===== src/rtl/ssd1306_display_sequencer_pkg.sv =====
// ssd1306_pkg: shared definitions for the SSD1306 display sequencer.
//   - FSM state codes and procedure sub-handshake phase codes
//   - default microcode procedure offsets (shared with the microcode ROM)
//   - spi_beat_t: one byte-wide transfer request toward the SPI shift register
package ssd1306_pkg;

  localparam logic [3:0] S_OFF      = 4'd0;
  localparam logic [3:0] S_INIT     = 4'd1;
  localparam logic [3:0] S_ON_IDLE  = 4'd2;
  localparam logic [3:0] S_WINDOW   = 4'd3;
  localparam logic [3:0] S_FETCH    = 4'd4;
  localparam logic [3:0] S_SEND     = 4'd5;
  localparam logic [3:0] S_WAIT     = 4'd6;
  localparam logic [3:0] S_ENDFRAME = 4'd7;
  localparam logic [3:0] S_POWEROFF = 4'd8;

  // Procedure sub-handshake: A = wait idle then start, B = wait busy, C = wait idle again
  localparam logic [1:0] PH_A = 2'd0;
  localparam logic [1:0] PH_B = 2'd1;
  localparam logic [1:0] PH_C = 2'd2;

  localparam int DEF_MICROCODE_SIZE  = 48;
  localparam int DEF_INIT_OFFSET     = 0;
  localparam int DEF_WINDOW_OFFSET   = 24;
  localparam int DEF_ENDFRAME_OFFSET = 34;
  localparam int DEF_POWEROFF_OFFSET = 38;
  localparam int DEF_FRAME_BYTES     = 512;

  typedef struct packed {
    logic       trigger;
    logic [7:0] data;
    logic       last;
  } spi_beat_t;

  // States that run a microcode procedure through the executor
  function automatic logic is_proc_state(input logic [3:0] s);
    return (s == S_INIT) || (s == S_WINDOW) || (s == S_ENDFRAME) || (s == S_POWEROFF);
  endfunction

endpackage


===== src/rtl/ssd1306_display_sequencer_if.sv =====
// ssd1306_spi_if: link between the sequencer and the SPI shift register.
//   spi_tx_trigger_out : start shifting spi_data_out
//   spi_data_out       : byte to shift
//   spi_last_byte_out  : byte closes the current transfer
//   spi_ready_in       : shift register idle / able to accept a byte
// master = sequencer side, slave = shift-register side.
interface ssd1306_spi_if;
  logic       spi_tx_trigger_out;
  logic [7:0] spi_data_out;
  logic       spi_last_byte_out;
  logic       spi_ready_in;

  modport master (output spi_tx_trigger_out, spi_data_out, spi_last_byte_out,
                  input  spi_ready_in);
  modport slave  (input  spi_tx_trigger_out, spi_data_out, spi_last_byte_out,
                  output spi_ready_in);
endinterface


===== src/rtl/ssd1306_display_sequencer_spi_mux.sv =====
// ssd1306_spi_mux: combinational owner select for the shared SPI shift register.
//   owner_pix : 1 = pixel streamer owns the shift register, 0 = microcode executor
//   mc_beat   : executor request      pix_beat : pixel streamer request
//   spi_ready : shift-register ready  spi_beat : request forwarded to the shift register
//   mc_ready  : ready returned to the executor; held low while it does not own the bus,
//               so the executor stalls instead of pushing bytes into the pixel stream
module ssd1306_spi_mux
  import ssd1306_pkg::*;
(
  input  logic      owner_pix,
  input  spi_beat_t mc_beat,
  input  spi_beat_t pix_beat,
  input  logic      spi_ready,
  output spi_beat_t spi_beat,
  output logic      mc_ready
);

  always_comb begin
    if (owner_pix) begin
      spi_beat = pix_beat;
      mc_ready = 1'b0;
    end else begin
      spi_beat = mc_beat;
      mc_ready = spi_ready;
    end
  end

endmodule


===== src/rtl/ssd1306_display_sequencer.sv =====
// ssd1306_display_sequencer: schedules SSD1306 microcode procedures (init, window,
// end-of-frame, power-off) and streams one frame from a synchronous frame-buffer RAM
// through the shared SPI shift register between them.
//   clk_in / rstn_in            : clock, synchronous active-low reset
//   power_on/off_req_in,
//   frame_req_in                : one-cycle application requests
//   display_on_out, busy_out,
//   frame_done_out              : status
//   procedure_*                 : microcode executor start/offset/done handshake
//   mc_spi_*                    : executor's SPI request and gated ready
//   pix_addr_out / pix_data_in  : frame-buffer read port (1-cycle latency)
//   spi                         : SPI shift-register link
module ssd1306_display_sequencer
  import ssd1306_pkg::*;
#(
  parameter int MICROCODE_SIZE  = DEF_MICROCODE_SIZE,
  parameter int INIT_OFFSET     = DEF_INIT_OFFSET,
  parameter int WINDOW_OFFSET   = DEF_WINDOW_OFFSET,
  parameter int ENDFRAME_OFFSET = DEF_ENDFRAME_OFFSET,
  parameter int POWEROFF_OFFSET = DEF_POWEROFF_OFFSET,
  parameter int FRAME_BYTES     = DEF_FRAME_BYTES,
  localparam int OW = $clog2(MICROCODE_SIZE),
  localparam int AW = (FRAME_BYTES > 1) ? $clog2(FRAME_BYTES) : 1
) (
  input  logic          clk_in,
  input  logic          rstn_in,
  input  logic          power_on_req_in,
  input  logic          power_off_req_in,
  input  logic          frame_req_in,
  output logic          display_on_out,
  output logic          busy_out,
  output logic          frame_done_out,
  output logic [OW-1:0] procedure_offset_out,
  output logic          procedure_start_out,
  input  logic          procedure_done_in,
  input  logic          mc_spi_tx_trigger_in,
  input  logic [7:0]    mc_spi_data_in,
  input  logic          mc_spi_last_byte_in,
  output logic          mc_spi_ready_out,
  output logic [AW-1:0] pix_addr_out,
  input  logic [7:0]    pix_data_in,
  ssd1306_spi_if.master spi
);

  localparam logic [OW-1:0] INIT_OFF     = OW'(INIT_OFFSET);
  localparam logic [OW-1:0] WINDOW_OFF   = OW'(WINDOW_OFFSET);
  localparam logic [OW-1:0] ENDFRAME_OFF = OW'(ENDFRAME_OFFSET);
  localparam logic [OW-1:0] POWEROFF_OFF = OW'(POWEROFF_OFFSET);
  localparam logic [AW-1:0] LAST_ADDR    = AW'(FRAME_BYTES - 1);

  logic [3:0]    state_q, state_d;
  logic [1:0]    phase_q, phase_d;
  logic [AW-1:0] addr_q, addr_d;
  logic          pend_on_q, pend_on_d;
  logic          pend_frame_q, pend_frame_d;
  logic          pend_off_q, pend_off_d;
  logic          display_on_q, display_on_d;
  logic          frame_done_q, frame_done_d;

  logic          spi_ready;
  logic          in_proc, proc_start, proc_fin, exit_ok;
  logic          addr_last, owner_pix, req_open;
  spi_beat_t     mc_beat, pix_beat, out_beat;

  assign spi_ready = spi.spi_ready_in;
  assign in_proc   = is_proc_state(state_q);
  assign addr_last = (addr_q == LAST_ADDR);
  assign owner_pix = (state_q == S_FETCH) || (state_q == S_SEND) || (state_q == S_WAIT);
  assign req_open  = (state_q != S_OFF) && (state_q != S_INIT);

  // Leaving WINDOW hands the bus to the pixel streamer; only do it while the shift
  // register is idle and the executor is not mid-trigger so no byte is torn.
  assign exit_ok = (state_q != S_WINDOW) || (spi_ready && !mc_spi_tx_trigger_in);

  always_comb begin
    state_d      = state_q;
    phase_d      = phase_q;
    addr_d       = addr_q;
    pend_on_d    = pend_on_q;
    pend_frame_d = pend_frame_q;
    pend_off_d   = pend_off_q;
    display_on_d = display_on_q;
    frame_done_d = 1'b0;
    proc_start   = 1'b0;
    proc_fin     = 1'b0;

    if (power_on_req_in && (state_q == S_OFF)) pend_on_d    = 1'b1;
    if (frame_req_in && req_open)              pend_frame_d = 1'b1;
    if (power_off_req_in && req_open)          pend_off_d   = 1'b1;

    if (in_proc) begin
      case (phase_q)
        PH_A: if (procedure_done_in && spi_ready) begin
          proc_start = 1'b1;
          phase_d    = PH_B;
        end
        PH_B: if (!procedure_done_in) phase_d = PH_C;
        default: if (procedure_done_in && exit_ok) begin
          proc_fin = 1'b1;
          phase_d  = PH_A;
        end
      endcase
    end

    case (state_q)
      S_OFF: if (pend_on_q) begin
        state_d   = S_INIT;
        pend_on_d = 1'b0;
      end
      S_INIT: if (proc_fin) begin
        state_d      = S_ON_IDLE;
        display_on_d = 1'b1;
      end
      S_ON_IDLE: begin
        if (pend_off_q) begin
          state_d    = S_POWEROFF;
          pend_off_d = 1'b0;
        end else if (pend_frame_q) begin
          state_d      = S_WINDOW;
          // a request landing on the acceptance cycle queues the next frame
          pend_frame_d = frame_req_in;
        end
      end
      S_WINDOW: if (proc_fin) begin
        state_d = S_FETCH;
        addr_d  = '0;
      end
      S_FETCH: state_d = S_SEND;
      S_SEND:  if (!spi_ready) state_d = S_WAIT;
      S_WAIT: if (spi_ready) begin
        if (addr_last) begin
          state_d = S_ENDFRAME;
        end else begin
          state_d = S_FETCH;
          addr_d  = addr_q + 1'b1;
        end
      end
      S_ENDFRAME: if (proc_fin) begin
        state_d      = S_ON_IDLE;
        frame_done_d = 1'b1;
      end
      S_POWEROFF: if (proc_fin) begin
        state_d      = S_OFF;
        display_on_d = 1'b0;
        pend_frame_d = 1'b0;
        pend_off_d   = 1'b0;
      end
      default: state_d = S_OFF;
    endcase
  end

  always_ff @(posedge clk_in) begin
    if (!rstn_in) begin
      state_q      <= S_OFF;
      phase_q      <= PH_A;
      addr_q       <= '0;
      pend_on_q    <= 1'b0;
      pend_frame_q <= 1'b0;
      pend_off_q   <= 1'b0;
      display_on_q <= 1'b0;
      frame_done_q <= 1'b0;
    end else begin
      state_q      <= state_d;
      phase_q      <= phase_d;
      addr_q       <= addr_d;
      pend_on_q    <= pend_on_d;
      pend_frame_q <= pend_frame_d;
      pend_off_q   <= pend_off_d;
      display_on_q <= display_on_d;
      frame_done_q <= frame_done_d;
    end
  end

  always_comb begin
    case (state_q)
      S_WINDOW:   procedure_offset_out = WINDOW_OFF;
      S_ENDFRAME: procedure_offset_out = ENDFRAME_OFF;
      S_POWEROFF: procedure_offset_out = POWEROFF_OFF;
      default:    procedure_offset_out = INIT_OFF;
    endcase
  end

  assign procedure_start_out = proc_start;
  assign display_on_out      = display_on_q;
  assign frame_done_out      = frame_done_q;
  assign busy_out            = (state_q != S_OFF) && (state_q != S_ON_IDLE);
  assign pix_addr_out        = addr_q;

  assign mc_beat  = '{trigger: mc_spi_tx_trigger_in, data: mc_spi_data_in, last: mc_spi_last_byte_in};
  assign pix_beat = '{trigger: (state_q == S_SEND), data: pix_data_in,
                      last: (state_q == S_SEND) && addr_last};

  ssd1306_spi_mux u_mux (
    .owner_pix (owner_pix),
    .mc_beat   (mc_beat),
    .pix_beat  (pix_beat),
    .spi_ready (spi_ready),
    .spi_beat  (out_beat),
    .mc_ready  (mc_spi_ready_out)
  );

  assign spi.spi_tx_trigger_out = out_beat.trigger;
  assign spi.spi_data_out       = out_beat.data;
  assign spi.spi_last_byte_out  = out_beat.last;

endmodule

===== src/flat_wrapper.sv =====
// flat-port wrapper written by rule: the top's interface ports become plain ports
module ssd1306_display_sequencer_flat import ssd1306_pkg::*;
#(
  parameter int MICROCODE_SIZE  = DEF_MICROCODE_SIZE,
  parameter int INIT_OFFSET     = DEF_INIT_OFFSET,
  parameter int WINDOW_OFFSET   = DEF_WINDOW_OFFSET,
  parameter int ENDFRAME_OFFSET = DEF_ENDFRAME_OFFSET,
  parameter int POWEROFF_OFFSET = DEF_POWEROFF_OFFSET,
  parameter int FRAME_BYTES     = DEF_FRAME_BYTES,
  localparam int OW = $clog2(MICROCODE_SIZE),
  localparam int AW = (FRAME_BYTES > 1) ? $clog2(FRAME_BYTES) : 1
)
  (clk_in, rstn_in, power_on_req_in, power_off_req_in, frame_req_in, display_on_out, busy_out, frame_done_out, procedure_offset_out, procedure_start_out, procedure_done_in, mc_spi_tx_trigger_in, mc_spi_data_in, mc_spi_last_byte_in, mc_spi_ready_out, pix_addr_out, pix_data_in, spi_spi_tx_trigger_out, spi_spi_data_out, spi_spi_last_byte_out, spi_spi_ready_in);
  ssd1306_spi_if spi_i ();
  input  logic clk_in;
  input  logic rstn_in;
  input  logic power_on_req_in;
  input  logic power_off_req_in;
  input  logic frame_req_in;
  output logic display_on_out;
  output logic busy_out;
  output logic frame_done_out;
  output logic [OW-1:0] procedure_offset_out;
  output logic procedure_start_out;
  input  logic procedure_done_in;
  input  logic mc_spi_tx_trigger_in;
  input  logic [7:0] mc_spi_data_in;
  input  logic mc_spi_last_byte_in;
  output logic mc_spi_ready_out;
  output logic [AW-1:0] pix_addr_out;
  input  logic [7:0] pix_data_in;
  output wire logic [$bits(spi_i.spi_tx_trigger_out)-1:0] spi_spi_tx_trigger_out;
  output wire logic [$bits(spi_i.spi_data_out)-1:0] spi_spi_data_out;
  output wire logic [$bits(spi_i.spi_last_byte_out)-1:0] spi_spi_last_byte_out;
  input wire logic [$bits(spi_i.spi_ready_in)-1:0] spi_spi_ready_in;
  assign spi_spi_tx_trigger_out = spi_i.spi_tx_trigger_out;
  assign spi_spi_data_out = spi_i.spi_data_out;
  assign spi_spi_last_byte_out = spi_i.spi_last_byte_out;
  assign spi_i.spi_ready_in = spi_spi_ready_in;
  ssd1306_display_sequencer #(.MICROCODE_SIZE(MICROCODE_SIZE), .INIT_OFFSET(INIT_OFFSET), .WINDOW_OFFSET(WINDOW_OFFSET), .ENDFRAME_OFFSET(ENDFRAME_OFFSET), .POWEROFF_OFFSET(POWEROFF_OFFSET), .FRAME_BYTES(FRAME_BYTES)) u_core (.clk_in(clk_in), .rstn_in(rstn_in), .power_on_req_in(power_on_req_in), .power_off_req_in(power_off_req_in), .frame_req_in(frame_req_in), .display_on_out(display_on_out), .busy_out(busy_out), .frame_done_out(frame_done_out), .procedure_offset_out(procedure_offset_out), .procedure_start_out(procedure_start_out), .procedure_done_in(procedure_done_in), .mc_spi_tx_trigger_in(mc_spi_tx_trigger_in), .mc_spi_data_in(mc_spi_data_in), .mc_spi_last_byte_in(mc_spi_last_byte_in), .mc_spi_ready_out(mc_spi_ready_out), .pix_addr_out(pix_addr_out), .pix_data_in(pix_data_in), .spi(spi_i));
endmodule

===== config.mk =====
export PLATFORM = sky130hd
export DESIGN_NAME = ssd1306_display_sequencer_flat
export DESIGN_NICKNAME = d
export VERILOG_FILES = /design/src/rtl/ssd1306_display_sequencer_pkg.sv /design/src/rtl/ssd1306_display_sequencer_if.sv /design/src/rtl/ssd1306_display_sequencer_spi_mux.sv /design/src/rtl/ssd1306_display_sequencer.sv /design/src/flat_wrapper.sv
export SDC_FILE = /design/constraint.sdc
export NUM_CORES = 1
export LEC_CHECK = 0
export CAP_MARGIN = 15
export CORE_ASPECT_RATIO = 0.5
export CORE_MARGIN = 5
export CORE_UTILIZATION = 30
export CTS_BUF_LIST = sky130_fd_sc_hd__clkbuf_2 sky130_fd_sc_hd__clkbuf_4 sky130_fd_sc_hd__clkbuf_8
export CTS_CLUSTER_SIZE = 20
export DETAILED_ROUTE_END_ITERATION = 8
export GPL_ROUTABILITY_DRIVEN = 1
export GPL_TIMING_DRIVEN = 0
export MAX_ROUTING_LAYER = met4
export PLACE_DENSITY = 0.62
export RECOVER_POWER = 100
export SLEW_MARGIN = 40
export SYNTH_ARGS = -nofsm -noshare
export SYNTH_HDL_FRONTEND = slang
export SYNTH_SLANG_ARGS = --single-unit

===== constraint.sdc =====
create_clock -name clk_in -period 3.05 [get_ports clk_in]
set_input_delay 0.61 -clock clk_in [delete_from_list [all_inputs] [get_ports clk_in]]
set_output_delay 0.61 -clock clk_in [all_outputs]
set_load 0.02 [all_outputs]

# Yosys cells after proc, flatten, opt, wreduce, memory -nomap -nowiden

Index checks and enable logic that the tools add are counted.

Register bits: 20
Input bits: 25
Output and inout bits: 30
Word-level logic and storage cells: 105

Add/sub/neg operators: 1
Equality and inequality tests: 24
Multiplexer cells: 43
Reduce and logical (&&, ||, !) cells: 29

Operators with widths:

| kind                                                   | count |
|---|---|
| 2-to-1 mux 4 bit                                       | 8 |
| case mux 4 bit (8 select lines)                        | 1 |
| 2-to-1 mux 9 bit                                       | 3 |
| 2-to-1 mux 1 bit                                       | 20 |
| case mux 6 bit (3 select lines)                        | 1 |
| case mux 9 bit (2 select lines)                        | 1 |
| equality test 4 x 3 -> 1 bit (second input constant)   | 4 |
| inequality test 2 x 1 -> 1 bit (second input constant) | 6 |
| 2-to-1 mux 10 bit                                      | 1 |
| adder 9 x 1 -> 9 bit (second input constant)           | 1 |
| equality test 9 bit (second input constant)            | 1 |
| logical AND 1 bit                                      | 9 |
| equality test 4 x 2 -> 1 bit (second input constant)   | 2 |
| 2-to-1 mux 2 bit                                       | 4 |
| inequality test 2 bit (second input constant)          | 4 |
| inequality test 4 x 2 -> 1 bit (second input constant) | 2 |
| AND reduction 4 bit                                    | 2 |
| AND reduction 7 bit                                    | 1 |
| logical OR 1 bit                                       | 6 |
| case mux 1 bit (2 select lines)                        | 3 |
| equality test 4 x 1 -> 1 bit (second input constant)   | 1 |
| equality test 4 bit (second input constant)            | 1 |
| zero test 4 bit                                        | 1 |
| inequality test 4 x 1 -> 1 bit (second input constant) | 1 |
| 11 further kinds                                       | 13 |

# Depth between registers and ports, before layout

Depth in word-level cells: 9
Gate-level depth with buffers: 11
Gate-level depth less buffers: 10

# By module

A second synthesis with hierarchy kept.

Cell total of the unflattened synthesis: 164
Area total of the unflattened synthesis: 1401.3 µm²

By module, submodules not included:

| module                    | times used | cells each | area each (µm²) | sequential area each (µm²) |
|---|---|---|---|---|
| ssd1306_display_sequencer | 1          | 152        | 1234.9          | 400.4 |
| ssd1306_spi_mux           | 1          | 12         | 166.4           | 0.0 |

# Worst setup path before layout

OpenSTA, ideal clock, no wires.

Path kind: flip-flop to output port
Start point: register u_core.addr_q[0] (netlist: u_core.pix_addr_out[0])
End point: output port spi_spi_last_byte_out
Data arrival time: 1.759 ns
Data required time: 2.440 ns
Setup slack: 0.681 ns
Cell stages (with the launch flop): 8
Path buffers: 0
Cell sequence: dfxtp_1 > ha_1 > nand3_1 > or2_2 > nor2_1 > ha_1 > a22o_1 > a22o_1

Word-level cells in the longest chain between the ends: 3

RTL lines:

| what                   | line                                    | text |
|---|---|---|
| from (decl)            | ssd1306_display_sequencer.sv:53         | `logic [AW-1:0] addr_q, addr_d;` |
| from (signal assigned) | ssd1306_display_sequencer.sv:165        | `addr_q <= addr_d;` |
| equality test 9 bit    | ssd1306_display_sequencer.sv:67         | `assign addr_last = (addr_q == LAST_ADDR);` |
| logical AND 1 bit      | ssd1306_display_sequencer.sv:191        | `last: (state_q == S_SEND) && addr_last};` |
| 2-to-1 mux 10 bit      | ssd1306_display_sequencer_spi_mux.sv:19 | `if (owner_pix) begin` |
| to (decl)              | flat_wrapper.sv:34                      | `output wire logic [$bits(spi_i.spi_last_byte_out)-1:0] spi_spi_last_byte_out;` |

No other way between the ends.

# Worst setup path after layout

Start point: register u_core.state_q[0]
End point: output port spi_spi_data_out[4]

Word-level cells in the longest chain between the ends: 4
Elaborated cells between the ends (all ways): 6
Those cells by class: eq/ne: 3; mux: 1; reduce/logical: 2

RTL lines:

| what                         | line                                    | text |
|---|---|---|
| from (decl)                  | ssd1306_display_sequencer.sv:51         | `logic [3:0] state_q, state_d;` |
| from (signal assigned)       | ssd1306_display_sequencer.sv:163        | `state_q <= state_d;` |
| equality test 4 x 3 -> 1 bit | ssd1306_display_sequencer.sv:68         | `assign owner_pix = (state_q == S_FETCH) \|\| (state_q == S_SEND) \|\| (state_q == S_WAIT);` |
| logical OR 1 bit             | ssd1306_display_sequencer.sv:68         |  |
| logical OR 1 bit (*)         | ssd1306_display_sequencer.sv:68         |  |
| 2-to-1 mux 10 bit (*)        | ssd1306_display_sequencer_spi_mux.sv:19 |  |
| to (decl)                    | flat_wrapper.sv:33                      | `output wire logic [$bits(spi_i.spi_data_out)-1:0] spi_spi_data_out;` |

Every way passes the cells marked *; elsewhere a longest branch is shown, timed or not.

==> impl_metrics.tcl <==
set metrics [dict create \
    status "complete, no violations" \
    dp_hpwl_mm 3.05 \
    slew_viol_final 0 \
    rows 17 \
    dr.pass1.iters 4 \
    grt.overflow.total 0 \
    synth_nets 198 \
    r2r_cells 11 \
    grt_use_met1_pct 16.4 \
    drive_gt1_share_pct 12.4 \
    fin_nets 254 \
    r2r_slack_ns 0.60 \
    antenna_found_initial 0 \
    crit_type "flop to output pin" \
    setup_viol 0 \
    grt_pass1_wl_mm 6.76 \
    place_ws_ns 0.137 \
    synth_cell_types 53 \
    grt_setup_unrepaired "no" \
    grt_start_max_net_pins 13 \
    die_w_um 107 \
    crit_start "u_core.state_q[0]" \
    multiInputGateArea_um2 907 \
    cp.depth 4 \
    crit_end "spi_spi_data_out[4]" \
    drt_iter0_markers 111 \
    crit_slowest_cell "clkdlybuf4s50_1" \
    ys_ff_latch 20 \
    dpl-instance-area_um2 2030 \
    power.density_nw_per_um2 488 \
    critPathCaptureType "output pin" \
    cts_root_buffer "clkbuf_8" \
    cts.sinks 20 \
    yosysWarnings 0 \
    rr_endpoint "u_core.pix_addr_out[8]" \
    avgSynthCellArea_um2 8.33 \
    worstReg2RegStart "u_core.pix_addr_out[1]" \
    vias 1479 \
    post-route-period-util_pct 95.0 \
    crit_family "buffers and inverters" \
    async_reset_ff_share_pct 0 \
    path_buf_inv 2 \
    tritoncts "built" \
    fin_util_pct 45.9 \
    skew_ns 0.00136 \
    diodes 0 \
    ys_seq_area_share_pct 28.1 \
    cp.required_ns 2.44 \
    grt_busiest_layer "met2" \
    crit_path_start_kind "flop" \
    vdd_ir_drop_max_uv 165 \
    port_buffers 52 \
    leakage_nw 0.766 \
    initial_utilization_pct 31.7 \
    critPathMaxStageDelay_ns 0.55 \
    synth_edf_count 0 \
    synth_area_um2 1420 \
    worstHoldPathType "flop to flop" \
    insertion_delay_ns 0.27 \
    max_freq_mhz 345 \
    seqCellArea_um2 402 \
    crit_fanout 10 \
    design_area_um2 2060 \
    worstPathArrival_ns 2.29 \
    ctsHoldBuffers 0 \
    io_pins 55 \
    clk_pin_slew_ns 0.08 \
    cts_buffers 3 \
    grt_pass1_vias 1439 \
    drc_errors 0 \
    ant_nets 0 \
    post_drt_wl_per_cell_um 14.0 \
    crit_path_cell_trace "buf_2, a21o_1, mux2_2, clkdlybuf4s50_1" \
    gr-usage-met3_pct 3.18 \
    core_um2 4490 \
    fp.dieH_um 58.7 \
    slew_headroom_pct 60.6 \
    die_area_um2 6310 \
    layout_min_cycle_time_ns 2.90 \
    fillers 441 \
    hold_viol 0 \
    drv_cap 0 \
    syn_to_final_growth_pct 44.7 \
    finalWirelength_mm 4.09 \
    place.gp.congestion 0.825 \
    synth_ff_type "dfxtp_1" \
    tightest_slew_ns 0.592 \
    grt_util_all_layers_pct 13.6 \
    via_per_inst 5.07 \
    h-tree-depth 1 \
    fin_ws_ns 0.152 \
    met2_usage_pct 22.3 \
    cts_buffer_depth 2 \
    syn_inst 171 \
    setup_tns_ns 0 \
]
[worst register-to-register path, delay by kind of cell, from the launching register on]
kind / cells / cell delay, ns
AND/OR/NAND/NOR: 6 / 1.15
adder cells (fa/ha/maj): 2 / 0.43
flip-flops: 1 / 0.37
AO/OA/AOI/OAI: 2 / 0.22
buffers and inverters: 1 / 0.21
[logic make-up after synthesis]
group,synth area share [%]
fa+ha+maj,1.76
other cells,0.263
simple gates,29.0
flops,28.1
buf+inv,6.33
compound gates,25.4
mux,9.14
[metal layers]
metal | part of all wire, % | up-vias
met1 | 46 | 686
met3 | 7.3 | 6
li1 | - | 730
met2 | 46 | 57
met4 | 1.3 | 0
met5 | 0 | -
[synthesized netlist by cell type, types with 3 or more instances]
cell / number / area share, %
nand2_1: 18 / 4.7
and2_1: 5 / 2.2
o21a_1: 5 / 2.6
nor3_1: 7 / 2.5
a21boi_1: 3 / 1.6
o21ai_0: 8 / 2.8
a21oi_1: 6 / 2.1
nand2b_1: 7 / 3.1
nor2b_1: 4 / 1.8
buf_4: 5 / 2.6
nand3_1: 5 / 1.8
nor4_1: 3 / 1.3
mux2i_1: 4 / 2.8
clkbuf_1: 7 / 1.8
a21boi_0: 6 / 3.2
mux2_2: 8 / 6.3
nor2_1: 5 / 1.3
buf_2: 3 / 1.1
dfxtp_1: 20 / 28
[cell usage in the layout, fill, tap and decap left out, types with 3 or more instances in the layout]
| cell | synthesis | layout |
|---|---|---|
| nand2_1 | 18 | 18 |
| o21a_1 | 5 | 5 |
| a21boi_0 | 6 | 8 |
| dfxtp_1 | 20 | 19 |
| mux2i_1 | 4 | 4 |
| buf_4 | 5 | 5 |
| clkbuf_8 | 0 | 3 |
| nor4_1 | 3 | 3 |
| nor3_1 | 7 | 7 |
| a21oi_1 | 6 | 7 |
| nor2_1 | 5 | 5 |
| clkbuf_1 | 7 | 9 |
| mux2_2 | 8 | 8 |
| clkdlybuf4s50_1 | 0 | 30 |
| and2_1 | 5 | 5 |
| nand2b_1 | 7 | 7 |
| dlygate4sd3_1 | 0 | 20 |
| nand3_1 | 5 | 5 |
| o21ai_0 | 8 | 8 |
| nor2b_1 | 4 | 4 |
[worst min-delay path by stage]
stage | from | endpoint | slack, ns | cells after the start
4_1_cts | u_core.pix_addr_out[7] | u_core.pix_addr_out[7] | 0.49 | 1
3_3_place_gp | u_core.pix_addr_out[7] | u_core.pix_addr_out[7] | 0.47 | 1
6_report | u_core.pix_addr_out[7] | u_core.pix_addr_out[7] | 0.49 | 1
2_1_floorplan | u_core.phase_q[0] | u_core.phase_q[0] | 0.47 | 2
3_5_place_dp | u_core.pix_addr_out[7] | u_core.pix_addr_out[7] | 0.47 | 1
5_1_grt | u_core.pix_addr_out[7] | u_core.pix_addr_out[7] | 0.50 | 1
[report_power, final]
| part | leakage, nW | switching, mW | internal (mW) |
|---|---|---|---|
| logic | 0.568 | 0.225 | 0.197 |
| clock network | 0.0357 | 0.0999 | 0.176 |
| registers | 0.162 | 0.0239 | 0.284 |
[repair_timing]
action                                  in CTS  in global routing
endpoints found under the setup margin       9                  2
gates resized for setup                      1                  3
buffers inserted                             0                  0
gates cloned                                 0                  0
[cell type report]
type | instances | share of cell area (%)
clock buffer | 3 | 2.00
timing repair buffer | 52 | 24.9
clock inverter | 1 | 1.46
inverter | 2 | 0.364
buffer | 15 | 3.76
tap | 66 | 4.01
sequential | 20 | 19.5
multi-input combinational | 133 | 44.0
[metrics by stage]
step           power, mW  std cells  hold slack, ns
4_1_cts             1.04        292           0.495
6_report            1.01        292           0.492
5_1_grt             1.06        292           0.505
2_1_floorplan      0.619        171           0.466
3_3_place_gp       0.757        289           0.467
3_5_place_dp       0.764        289           0.475
[flip-flops by register name, indices dropped and copies added, names as in the netlist]
register,flops
u_core.frame_done_out,1
u_core.pend_frame_q,1
u_core.pend_off_q,1
u_core.pend_on_q,1
u_core.state_q,4
u_core.pix_addr_out,9
u_core.phase_q,2
u_core.display_on_out,1
Note: power is estimated with default switching activity, not from simulation.
